$ cat src/rtl/rgb_color_sequencer.sv
// rgb_color_sequencer
//   Upstream stage of the RGB PWM driver. Debounces a raw push-button and
//   cycles OFF -> WHITE -> BREATH -> RAINBOW -> OFF on each accepted press.
//   It produces three 9-bit duty values in 0..DUTY_MAX for the driver's
//   0..299 period counter. BREATH and RAINBOW advance one step per STEP_CYC
//   clock cycles.
//
//   Optional build macro STEP_SPEED_EN adds the speed_fast input. When
//   speed_fast is 1 the fade step is 4, otherwise it is 1. The input is
//   sampled on every step tick.
//
// Ports
//   clk        in   1  system clock (100 MHz)
//   rst        in   1  asynchronous, active-high reset
//   butt       in   1  raw, asynchronous, bouncing button (1 = pressed)
//   speed_fast in   1  fast fade select (STEP_SPEED_EN builds only)
//   R_time     out  9  red duty, 0..DUTY_MAX
//   G_time     out  9  green duty, 0..DUTY_MAX
//   B_time     out  9  blue duty, 0..DUTY_MAX
//   mode       out  2  0 OFF, 1 WHITE, 2 BREATH, 3 RAINBOW
module rgb_color_sequencer #(
  parameter int DEBOUNCE_CYC = 2000000,
  parameter int STEP_CYC     = 1000000,
  parameter int DUTY_MAX     = 300
) (
  input  logic       clk,
  input  logic       rst,
  input  logic       butt,
`ifdef STEP_SPEED_EN
  input  logic       speed_fast,
`endif
  output logic [8:0] R_time,
  output logic [8:0] G_time,
  output logic [8:0] B_time,
  output logic [1:0] mode
);

  localparam int DBW = (DEBOUNCE_CYC > 1) ? $clog2(DEBOUNCE_CYC) : 1;
  localparam int PSW = (STEP_CYC > 1) ? $clog2(STEP_CYC) : 1;
  localparam logic [DBW-1:0] DB_LAST = DBW'(DEBOUNCE_CYC - 1);
  localparam logic [PSW-1:0] PS_LAST = PSW'(STEP_CYC - 1);
  localparam logic [8:0]     DMAX    = 9'(DUTY_MAX);

  typedef enum logic [1:0] {
    M_OFF     = 2'd0,
    M_WHITE   = 2'd1,
    M_BREATH  = 2'd2,
    M_RAINBOW = 2'd3
  } mode_e;

  // Saturating step up. The sum is computed one bit wider than level so it
  // cannot wrap before the clamp.
  function automatic logic [8:0] sat_add(input logic [8:0] a, input logic [8:0] s);
    logic [9:0] sum;
    sum = {1'b0, a} + {1'b0, s};
    return (sum > {1'b0, DMAX}) ? DMAX : sum[8:0];
  endfunction

  // Saturating step down that floors at zero.
  function automatic logic [8:0] sat_sub(input logic [8:0] a, input logic [8:0] s);
    return (a < s) ? 9'd0 : (a - s);
  endfunction

  logic [1:0]     sync_q;
  logic           acc_q, acc_d;
  logic           press_q, press_d;
  logic [DBW-1:0] deb_q, deb_d;
  logic [PSW-1:0] presc_q, presc_d;
  mode_e          mode_q, mode_d;
  logic [8:0]     level_q, level_d;
  logic           dir_q, dir_d;      // 0 = up, 1 = down
  logic [1:0]     phase_q, phase_d;
  logic           tick;
  logic [8:0]     step;
  logic [8:0]     inv;

`ifdef STEP_SPEED_EN
  assign step = speed_fast ? 9'd4 : 9'd1;
`else
  assign step = 9'd1;
`endif

  always_ff @(posedge clk or posedge rst) begin
    if (rst) begin
      sync_q  <= 2'b00;
      acc_q   <= 1'b0;
      press_q <= 1'b0;
      deb_q   <= '0;
      presc_q <= '0;
      mode_q  <= M_OFF;
      level_q <= 9'd0;
      dir_q   <= 1'b0;
      phase_q <= 2'd0;
    end else begin
      sync_q  <= {sync_q[0], butt};
      acc_q   <= acc_d;
      press_q <= press_d;
      deb_q   <= deb_d;
      presc_q <= presc_d;
      mode_q  <= mode_d;
      level_q <= level_d;
      dir_q   <= dir_d;
      phase_q <= phase_d;
    end
  end

  // Debounce: the accepted level only follows the synchronized button after
  // DEBOUNCE_CYC consecutive differing cycles. A press is the registered
  // 0->1 acceptance, so the mode register moves one edge later.
  always_comb begin
    deb_d   = '0;
    acc_d   = acc_q;
    press_d = 1'b0;
    if (sync_q[1] != acc_q) begin
      if (deb_q == DB_LAST) begin
        acc_d   = ~acc_q;
        press_d = ~acc_q;
      end else begin
        deb_d = deb_q + DBW'(1);
      end
    end
  end

  // Mode FSM and fade stepping. A press restarts the fade and the prescaler,
  // so a tick that lands on the same cycle is dropped.
  always_comb begin
    mode_d  = mode_q;
    level_d = level_q;
    dir_d   = dir_q;
    phase_d = phase_q;
    tick    = (presc_q == PS_LAST);
    presc_d = tick ? '0 : presc_q + PSW'(1);
    if (press_q) begin
      unique case (mode_q)
        M_OFF:     mode_d = M_WHITE;
        M_WHITE:   mode_d = M_BREATH;
        M_BREATH:  mode_d = M_RAINBOW;
        default:   mode_d = M_OFF;
      endcase
      level_d = 9'd0;
      dir_d   = 1'b0;
      phase_d = 2'd0;
      presc_d = '0;
    end else if (tick) begin
      unique case (mode_q)
        M_BREATH: begin
          if (!dir_q) begin
            if (level_q == DMAX) begin
              dir_d   = 1'b1;
              level_d = sat_sub(DMAX, step);
            end else begin
              level_d = sat_add(level_q, step);
            end
          end else begin
            if (level_q == 9'd0) begin
              dir_d   = 1'b0;
              level_d = sat_add(9'd0, step);
            end else begin
              level_d = sat_sub(level_q, step);
            end
          end
        end
        M_RAINBOW: begin
          if (level_q == DMAX) begin
            level_d = 9'd0;
            phase_d = (phase_q == 2'd2) ? 2'd0 : phase_q + 2'd1;
          end else begin
            level_d = sat_add(level_q, step);
          end
        end
        default: ;
      endcase
    end
  end

  // Output decode straight from the registered state. level never exceeds
  // DMAX, so the complement cannot underflow. The unreachable phase 3
  // decodes as phase 0.
  always_comb begin
    inv    = DMAX - level_q;
    R_time = 9'd0;
    G_time = 9'd0;
    B_time = 9'd0;
    unique case (mode_q)
      M_OFF: ;
      M_WHITE: begin
        R_time = DMAX;
        G_time = DMAX;
        B_time = DMAX;
      end
      M_BREATH: begin
        R_time = level_q;
        G_time = level_q;
        B_time = level_q;
      end
      default: begin
        unique case (phase_q)
          2'd1: begin
            G_time = inv;
            B_time = level_q;
          end
          2'd2: begin
            R_time = level_q;
            B_time = inv;
          end
          default: begin
            R_time = inv;
            G_time = level_q;
          end
        endcase
      end
    endcase
  end

  assign mode = mode_q;

endmodule

$ cat config.mk
export PLATFORM = sky130hd
export DESIGN_NAME = rgb_color_sequencer
export DESIGN_NICKNAME = d
export VERILOG_FILES = /design/src/rtl/rgb_color_sequencer.sv
export SDC_FILE = /design/constraint.sdc
export NUM_CORES = 1
export LEC_CHECK = 0
export BUFFER_PORTS_ARGS = -buffer_cell sky130_fd_sc_hd__buf_4
export CORE_MARGIN = 2
export CORE_UTILIZATION = 35
export CTS_CLUSTER_DIAMETER = 60
export DETAILED_ROUTE_END_ITERATION = 8
export SETUP_SLACK_MARGIN = 0.05
export SLEW_MARGIN = 10
export SYNTH_ARGS = -nofsm -noshare
export SYNTH_HDL_FRONTEND = slang
export SYNTH_SLANG_ARGS = --single-unit
export TNS_END_PERCENT = 1
$ cat constraint.sdc
create_clock -name clk -period 2.1 [get_ports clk]
set_input_delay 0.105 -clock clk [delete_from_list [all_inputs] [get_ports clk]]
set_output_delay 0.105 -clock clk [all_outputs]
set_load 0.02 [all_outputs]
; Word level (Yosys, flattened, before mapping)
; Index checks and enable logic that the tools add are counted.
; Widths: inputs -> output; s select.
[word_totals]
word_cells = 71
inputBits = 3
regBits = 59
out_inout_bits = 29
[op_classes]
n_reduce_logical = 11
mux = 33
order_cmp = 2
eq_ne = 9
add_sub_neg = 6
n_bitwise = 1
[op_table]
columns = operator, n
row1 = $pmux 9 s3, 3
row2 = $mux 9, 8
row3 = $pmux 9 s2, 4
row4 = $mux 21, 2
row5 = $mux 20, 2
row6 = $add 21x1->21 const B, 1
row7 = $eq 21x21->1 const B, 1
row8 = $add 20x1->20 const B, 1
row9 = $eq 20x20->1 const B, 1
row10 = $add 9x1->10 const B, 1
row11 = $gt 10x9->1 const B, 1
row12 = $mux 2, 5
row13 = $eq 9x9->1 const B, 1
row14 = $logic_not 9->1, 1
row15 = $lt 9x1->1 const B, 1
row16 = $sub 9x1->9 const B, 1
row17 = $sub 9x9->9 const A, 1
row18 = $mux 1, 8
row19 = $reduce_bool 2->1, 4
row20 = $eq 2x2->1 const B, 3
row21 = $pmux 2 s3, 1
row22 = $reduce_and 2->1, 3
row23 = $eq 2x1->1 const B, 2
row24 = $reduce_and 3->1, 1
row25 = 5 further kinds, 5

; Logic depth before layout (Yosys ltp)
; Gate-level depths: netlist of the first run.
[depth]
ltp_word = 8
depth_mapped = 11
mapped_depth_nobuf = 8

; Worst setup path after synthesis of the first run
; Ideal clock, no wire load.
[synth_timing]
kind = register to output
start = reg level_q[1]
end = out R_time[8]
arrival_time_ns = 2.289
stages_incl_launch_ff = 12
n_path_buf = 3
path_slack_ns = -0.294
required_ns = 1.995
cell_sequence = dfrtp_1 > buf_2 > inv_1 > ha_1 > buf_2 > and3b_1 > clkbuf_1 > o21ai_0 > nand2_1 > xnor2_1 > a21oi_1 > o21bai_1
[synth_between]
elab_chain_len = 3
[synth_lines]
columns = item, line
row1 = "start, declared", 70  ; logic [8:0] level_q, level_d;
row2 = "start signal, assigned", 101  ; level_q <= level_d;
row3 = $sub 9x9->9, 180  ; inv = DMAX - level_q;
row4 = $pmux 9 s2, 197  ; unique case (phase_q)
row5 = $pmux 9 s3, 184  ; unique case (mode_q)
row6 = "end, declared", 32  ; output logic [8:0] R_time,
; No other way between the ends.

; Worst setup path after layout of the first run
[layout_timing]
start = reg level_q[0]
end = out B_time[8]
[layout_between]
elab_chain_len = 3
[layout_lines]
columns = item, line
row1 = $sub 9x9->9, 180
row2 = $pmux 9 s2, 197
row3 = $pmux 9 s3, 184
row4 = "end, declared", 34  ; output logic [8:0] B_time,
; No other way between the ends.

==> impl_metrics.tcl, run 1 <==
set metrics [dict create \
    status "finished, violations left" \
    violations "negative setup slack" \
    async_flop_share 1.00 \
    initialDrtViolationCount 277 \
    worstPathRequired_ns 2.00 \
    met1_length_um 5320 \
    top_layer_used "met4" \
    synth_area_leaders "dfrtp_1 (35%), nor2_1 (7.4%), nand2_1 (5.3%)" \
    setup_slack_ns -0.0992 \
    grt_pass1_wl_um 19300 \
    area_delta_synth_final_pct 29.6 \
    gp_congestion 0.931 \
    clk_root_buffer_cell "clkbuf_16" \
    gr-usage-all-layers 0.184 \
    cts.clk_slew.worst_paths_ns 0.05 \
    final_core_util 0.462 \
    fillers 1166 \
    start_util 0.357 \
    die_h_um 114 \
    p_leak_nw 2.44 \
    ys_ff_latch 59 \
    finalCritPeriodShare 1.05 \
    p_total_mw 2.53 \
    min_path_type "reg2reg" \
    drive_gt1_frac 0.250 \
    final_nets 621 \
    clockPowerShare 0.524 \
    post-synth-top-area-cell "dfrtp_1" \
    overflow 0 \
    first_global_vias 4005 \
    synth_top_cell_area_share 0.348 \
    internal-power_mw 2.02 \
    numCtsBuffers 9 \
    num_io_pins 32 \
    fp.coreArea_sq_um 11900 \
    cts_sinks 59 \
    die_x_um 114 \
    rsz0062_at_grt "yes" \
    setup_violations 10 \
    routed_wl_um 11600 \
    drv_cap 0 \
    drv_slew 0 \
    num_vias 4118 \
    syn-num-nets 545 \
    worstSetupPathType "reg2out" \
    max_slew_margin 0.609 \
    yosysWarnings 0 \
    yosys_most_used_dff "dfrtp_1" \
    ys_top_cells_by_count "nor2_1 (84), nand2_1 (60), dfrtp_1 (59), o21ai_0 (38), nand3_1 (31)" \
    powerDensity_nw_per_um2 460 \
    clock_path_buffers 2 \
    setup_tns_ns -0.423 \
    grt_max_degree 34 \
    switchingPower_mw 0.510 \
    cp-start-kind "register" \
    clk_latency_ns 0.32 \
    diodes 0 \
    r2r_slack_ns 0.01 \
    hold_viol 0 \
    pwr-share-seq 0.455 \
    cts_max_level 3 \
    tightest_slew_ns 0.585 \
    ys_seq_area_frac 0.348 \
    drc 0 \
    antenna_found_initial 0 \
    cts_tree "built" \
    synth_most_common_cell "nor2_1" \
    die_area_sq_um 13000 \
    whs_ns 0.344 \
    fmax_mhz 455 \
    path_max_fanout 3 \
    yosysUniqueCellTypes 61 \
    power_frac_comb 0.021 \
    cp.arrival_ns 2.09 \
    endpoint_kind "output port" \
    peakVddDrop_mv 0.561 \
    min_period_ns 2.20 \
    wl_met2_um 5520 \
    ant_nets 0 \
    avgSynthCellArea_sq_um 8.04 \
    p_sw_frac 0.202 \
    syn_area_sq_um 4250 \
    rows 40 \
    synth-edff-count 0 \
    firstDrtPassIters 5 \
    syn_inst 528 \
    port-buffer-count 31 \
    hpwl_um 8480 \
    viasPerCell 5.45 \
    avgRoutedWirePerCell_um 15.3 \
    skew_ns 0.00778 \
    wl_met3_um 498 \
]
==> final timing paths <==
path	endpoint	start	cells past startpoint
max reg2reg	phase_q[0]	level_q[0]	8
min reg2reg	sync_q[1]	sync_q[0]	0
min in group asynchronous	deb_q[9]	rst	3
min	sync_q[1]	sync_q[0]	0
max in group asynchronous	mode[0]	rst	4
max	B_time[8]	level_q[0]	9
==> metrics by stage <==
| stage | worst slack [ns] | cell area (sq um) | std cells |
|---|---|---|---|
| final | -0.0992 | 5500 | 756 |
| after global routing | -0.205 | 5500 | 756 |
| after CTS | -0.182 | 5390 | 754 |
| after detailed placement | -0.0487 | 5030 | 734 |
| after global placement | -0.0173 | 5030 | 734 |
| after floorplan | -0.0806 | 4260 | 528 |
==> power by group through the flow <==
stage	registers, mW	clock network (mW)	logic, mW
2_1_floorplan	1.17	0	0.0309
3_3_place_gp	1.17	0	0.0512
3_5_place_dp	1.17	0	0.0519
4_1_cts	1.15	1.37	0.0552
5_1_grt	1.15	1.42	0.0612
6_report	1.15	1.33	0.0524
==> final cells by class <==
| cell class | count | area (sq um) | share of cell area |
|---|---|---|---|
| Multi-Input combinational cell | 419 | 2700 | 0.490 |
| Clock inverter | 2 | 10.0 | 0.00182 |
| Timing Repair Buffer | 98 | 810 | 0.147 |
| Sequential cell | 59 | 1480 | 0.268 |
| Clock buffer | 14 | 264 | 0.0480 |
| Inverter | 17 | 63.8 | 0.0116 |
| Tap cell | 147 | 184 | 0.0334 |
==> cells in the final DEF (no fill, tap or decap), types with 3 or more instances in the layout <==
master and instances:
xnor2_1 23, or4_1 3, nand2_1 55, ha_1 8, ha_4 4, buf_4 87, o311ai_0 5, and3_1 10
buf_6 5, clkbuf_1 3, a211oi_1 4, nand4_1 7, nand3_1 30, inv_2 5, a22oi_1 5, a21o_1 6
nand2_2 5, o211ai_1 6, nor2_1 81, xor2_1 22, o21ai_1 5, a32oi_1 3, nand2b_1 3, o211a_1 3
nor3_1 16, o31ai_1 3, a31oi_1 5, buf_12 4, inv_1 12, and2_1 3, a22o_1 4, nor2_2 3
nor4b_2 3, o21ai_0 33, clkbuf_16 9, a21oi_1 12, dfrtp_1 59
==> registers in the layout, summed over array words and instances (netlist names) <==
signal and flops:
presc_q 20, acc_q 1, dir_q 1, deb_q 21, sync_q 2, mode 2
press_q 1, phase_q 2, level_q 9
==> what timing repair did <==
| item | 4_1_cts | 5_1_grt |
|---|---|---|
| setup buffers | 2 | 2 |
| gates cloned | 0 | 0 |
| hold endpoints to repair | 27 | 0 |
| hold buffers | 2 | 0 |
| endpoints found under the setup margin | 38 | 76 |
| pin swaps | 3 | 9 |
| resized for setup | 14 | 29 |
==> logic make-up (layout without fill, tap and decap cells) <==
| kind of cell | count (synthesis) | in the layout | synth area share |
|---|---|---|---|
| AND/OR/NAND/NOR | 241 | 241 | 0.277 |
| XOR/XNOR | 46 | 46 | 0.0949 |
| adder cells (fa/ha/maj) | 14 | 14 | 0.0412 |
| buffers and inverters | 50 | 131 | 0.0507 |
| multiplexers | 3 | 3 | 0.00737 |
| flip-flops | 59 | 59 | 0.348 |
| AO/OA/AOI/OAI | 115 | 115 | 0.181 |
==> worst max-delay path, stage by stage (launching register included) <==
cell and delay [ns]:
dfrtp_1 0.39, inv_2 0.09, ha_4 0.14, buf_6 0.09, and3b_2 0.22, o21ai_2 0.14, nand2_2 0.09, xnor2_2 0.16
a221o_1 0.31, buf_6 0.13
==> layer usage <==
layer,up-vias,global-route usage
met5,-,0
met4,0,0.0707
met3,19,0.0302
met2,114,0.305
met1,1963,0.242
li1,2022,-
No activity file was read; power rests on OpenSTA's default activity.
==> run 2: changes to the inputs <==
--- a/config.mk
+++ b/config.mk
@@ -5,6 +5,7 @@
 export SDC_FILE = /design/constraint.sdc
 export NUM_CORES = 1
 export LEC_CHECK = 0
+export ABC_CLOCK_PERIOD_IN_PS = 2650
 export BUFFER_PORTS_ARGS = -buffer_cell sky130_fd_sc_hd__buf_4
 export CORE_MARGIN = 2
 export CORE_UTILIZATION = 35
==> constraint.sdc (replaced) <==
create_clock -name clk -period 2.65 [get_ports clk]
set_input_delay 0.1325 -clock clk [delete_from_list [all_inputs] [get_ports clk]]
set_output_delay 0.1325 -clock clk [all_outputs]
set_load 0.02 [all_outputs]
==> run 2 against run 1 <==
The flow now finishes without violations. Clock skew decreased by 0.0017 ns. Non-clock buffer count decreased by 42. Global-route usage shrank 0.42 points. Cell area shrank 8.3%. Core utilization is 3.8 points lower. Critical endpoint is now B_time[7]. Largest power group unchanged. Highest routed layer unchanged.
==> impl_metrics.tcl, run 2 (synthesis results as in run 1) <==
set metrics [dict create \
    status "completed" \
    cts.clk_slew.worst_paths_ns 0.05 \
    hpwl_um 8130 \
    fp.coreArea_sq_um 11900 \
    power_frac_comb 0.017 \
    first_global_vias 3892 \
    rr_worst_depth 8 \
    critPathTopFamily "simple AND/OR/NAND/NOR gates" \
    initialDrtViolationCount 380 \
    drc 0 \
    grt_max_degree 26 \
    peakVddDrop_mv 0.477 \
    viasPerCell 5.56 \
    internal-power_mw 1.76 \
    pwr-share-seq 0.413 \
    top_layer_used "met4" \
    routed_wl_um 11200 \
    met1_length_um 5080 \
    gp_congestion 0.989 \
    final_cell_mix "nor2_1 (84), nand2_1 (60), dfrtp_1 (59)" \
    clk_root_buffer_cell "clkbuf_16" \
    antenna_found_initial 0 \
    place_ws_ns 0.279 \
    min_period_ns 2.54 \
    setup_violations 0 \
    cp.arrival_ns 2.40 \
    numCtsBuffers 9 \
    die_area_sq_um 13000 \
    clock_path_buffers 2 \
    overflow 0 \
    switchingPower_mw 0.441 \
    cts_sinks 59 \
    avgRoutedWirePerCell_um 15.7 \
    firstDrtPassIters 5 \
    grt_pass1_wl_um 19100 \
    largest-register "deb_q" \
    worstPathRequired_ns 2.52 \
    critical_path.cell_chain "ha_1 > nand3_1 > nand2_1 > a21o_1 > nand2_1 > o31ai_1 > buf_4" \
    drive_gt1_frac 0.155 \
    skew_ns 0.00605 \
    num_vias 3970 \
    crit_path_frequent_cell "nand2_1" \
    powerDensity_nw_per_um2 437 \
    final_nets 579 \
    layout_commonest_cell "nor2_1" \
    critPathBufInv 1 \
    gr-usage-all-layers 0.180 \
    hold_viol 0 \
    drv_slew 0 \
    wl_met3_um 556 \
    clk_latency_ns 0.32 \
    p_leak_nw 2.21 \
    rows 40 \
    ant_nets 0 \
    timing.rr.end "level_q[3]" \
    path_max_fanout 14 \
    port-buffer-count 31 \
    tightest_slew_ns 0.687 \
    die_x_um 114 \
    diodes 0 \
    largestRegisters "deb_q x21, presc_q x20, level_q x9" \
    cp_slowest_cell "ha_1" \
    place_area_sq_um 4680 \
    rsz0062_at_grt "yes" \
    r2r_slack_ns 0.27 \
    cpPeakStageDelay_ns 0.47 \
    wl_met2_um 5320 \
    whs_ns 0.348 \
    r2r_start "level_q[1]" \
    cts_tree "built" \
    area_delta_synth_final_pct 18.8 \
    worstSetupPathType "reg2out" \
    die_h_um 114 \
    finalCritPeriodShare 0.957 \
    endpoint_kind "output port" \
    num_io_pins 32 \
    p_sw_frac 0.200 \
    max_slew_margin 0.540 \
    setup_slack_ns 0.115 \
    p_total_mw 2.21 \
    min_path_type "in2async" \
    cts_max_level 3 \
    cp-start-kind "register" \
    final_cell_area_sq_um 5050 \
    clockPowerShare 0.570 \
    fmax_mhz 394 \
    largest_reg_flops 21 \
    start_util 0.357 \
    drv_cap 0 \
]
## run 2: worst max-delay path by stage
stage	slack, ns	start	end	cells past startpoint
6_report	0.11	mode[0]	B_time[7]	7
2_1_floorplan	0.23	level_q[1]	R_time[8]	11
3_3_place_gp	0.34	level_q[1]	phase_q[1]	8
5_1_grt	-0.08	mode[0]	G_time[5]	6
3_5_place_dp	0.28	level_q[1]	phase_q[0]	8
4_1_cts	0.09	level_q[4]	R_time[7]	7
## run 2: layer usage
layer | global-route usage | up-vias
met2 | 0.293 | 140
met5 | 0 | -
met1 | 0.242 | 1872
met3 | 0.0206 | 21
met4 | 0.0805 | 0
li1 | - | 1937
## run 2: layout make-up
cell class / count / area [sq um]
fill: 1149 / 6870
inverter: 17 / 63.8
multi-input combinational: 419 / 2570
clock buffer: 10 / 239
clock inverter: 6 / 88.8
sequential: 59 / 1480
tap: 147 / 184
timing repair buffer: 56 / 425
## run 2: worst min-delay path, stage by stage
cell	delay, ns
dlygate4sd3_1	0.53
buf_4	0.13
inv_2	0.27
## run 2: metrics by stage
stage	instances	utilization	setup TNS, ns
2_1_floorplan	528	-	0
3_3_place_gp	696	0.393	0
3_5_place_dp	696	0.393	0
4_1_cts	714	0.422	0
5_1_grt	714	0.424	-0.443
6_report	714	0.424	0
## run 2: what timing repair did
action	CTS	global route
setup buffers	0	0
hold endpoints to repair	17	0
gates cloned	0	0
hold buffers	2	0
setup endpoints to repair	3	19
resized for setup	1	6
## run 2: power groups by stage
stage          clock network, mW  logic, mW  registers (mW)
2_1_floorplan                  0     0.0245           0.926
3_3_place_gp                   0     0.0359           0.927
3_5_place_dp                   0     0.0360           0.927
4_1_cts                     1.27     0.0391           0.912
5_1_grt                     1.32     0.0438           0.912
6_report                    1.26     0.0369           0.912
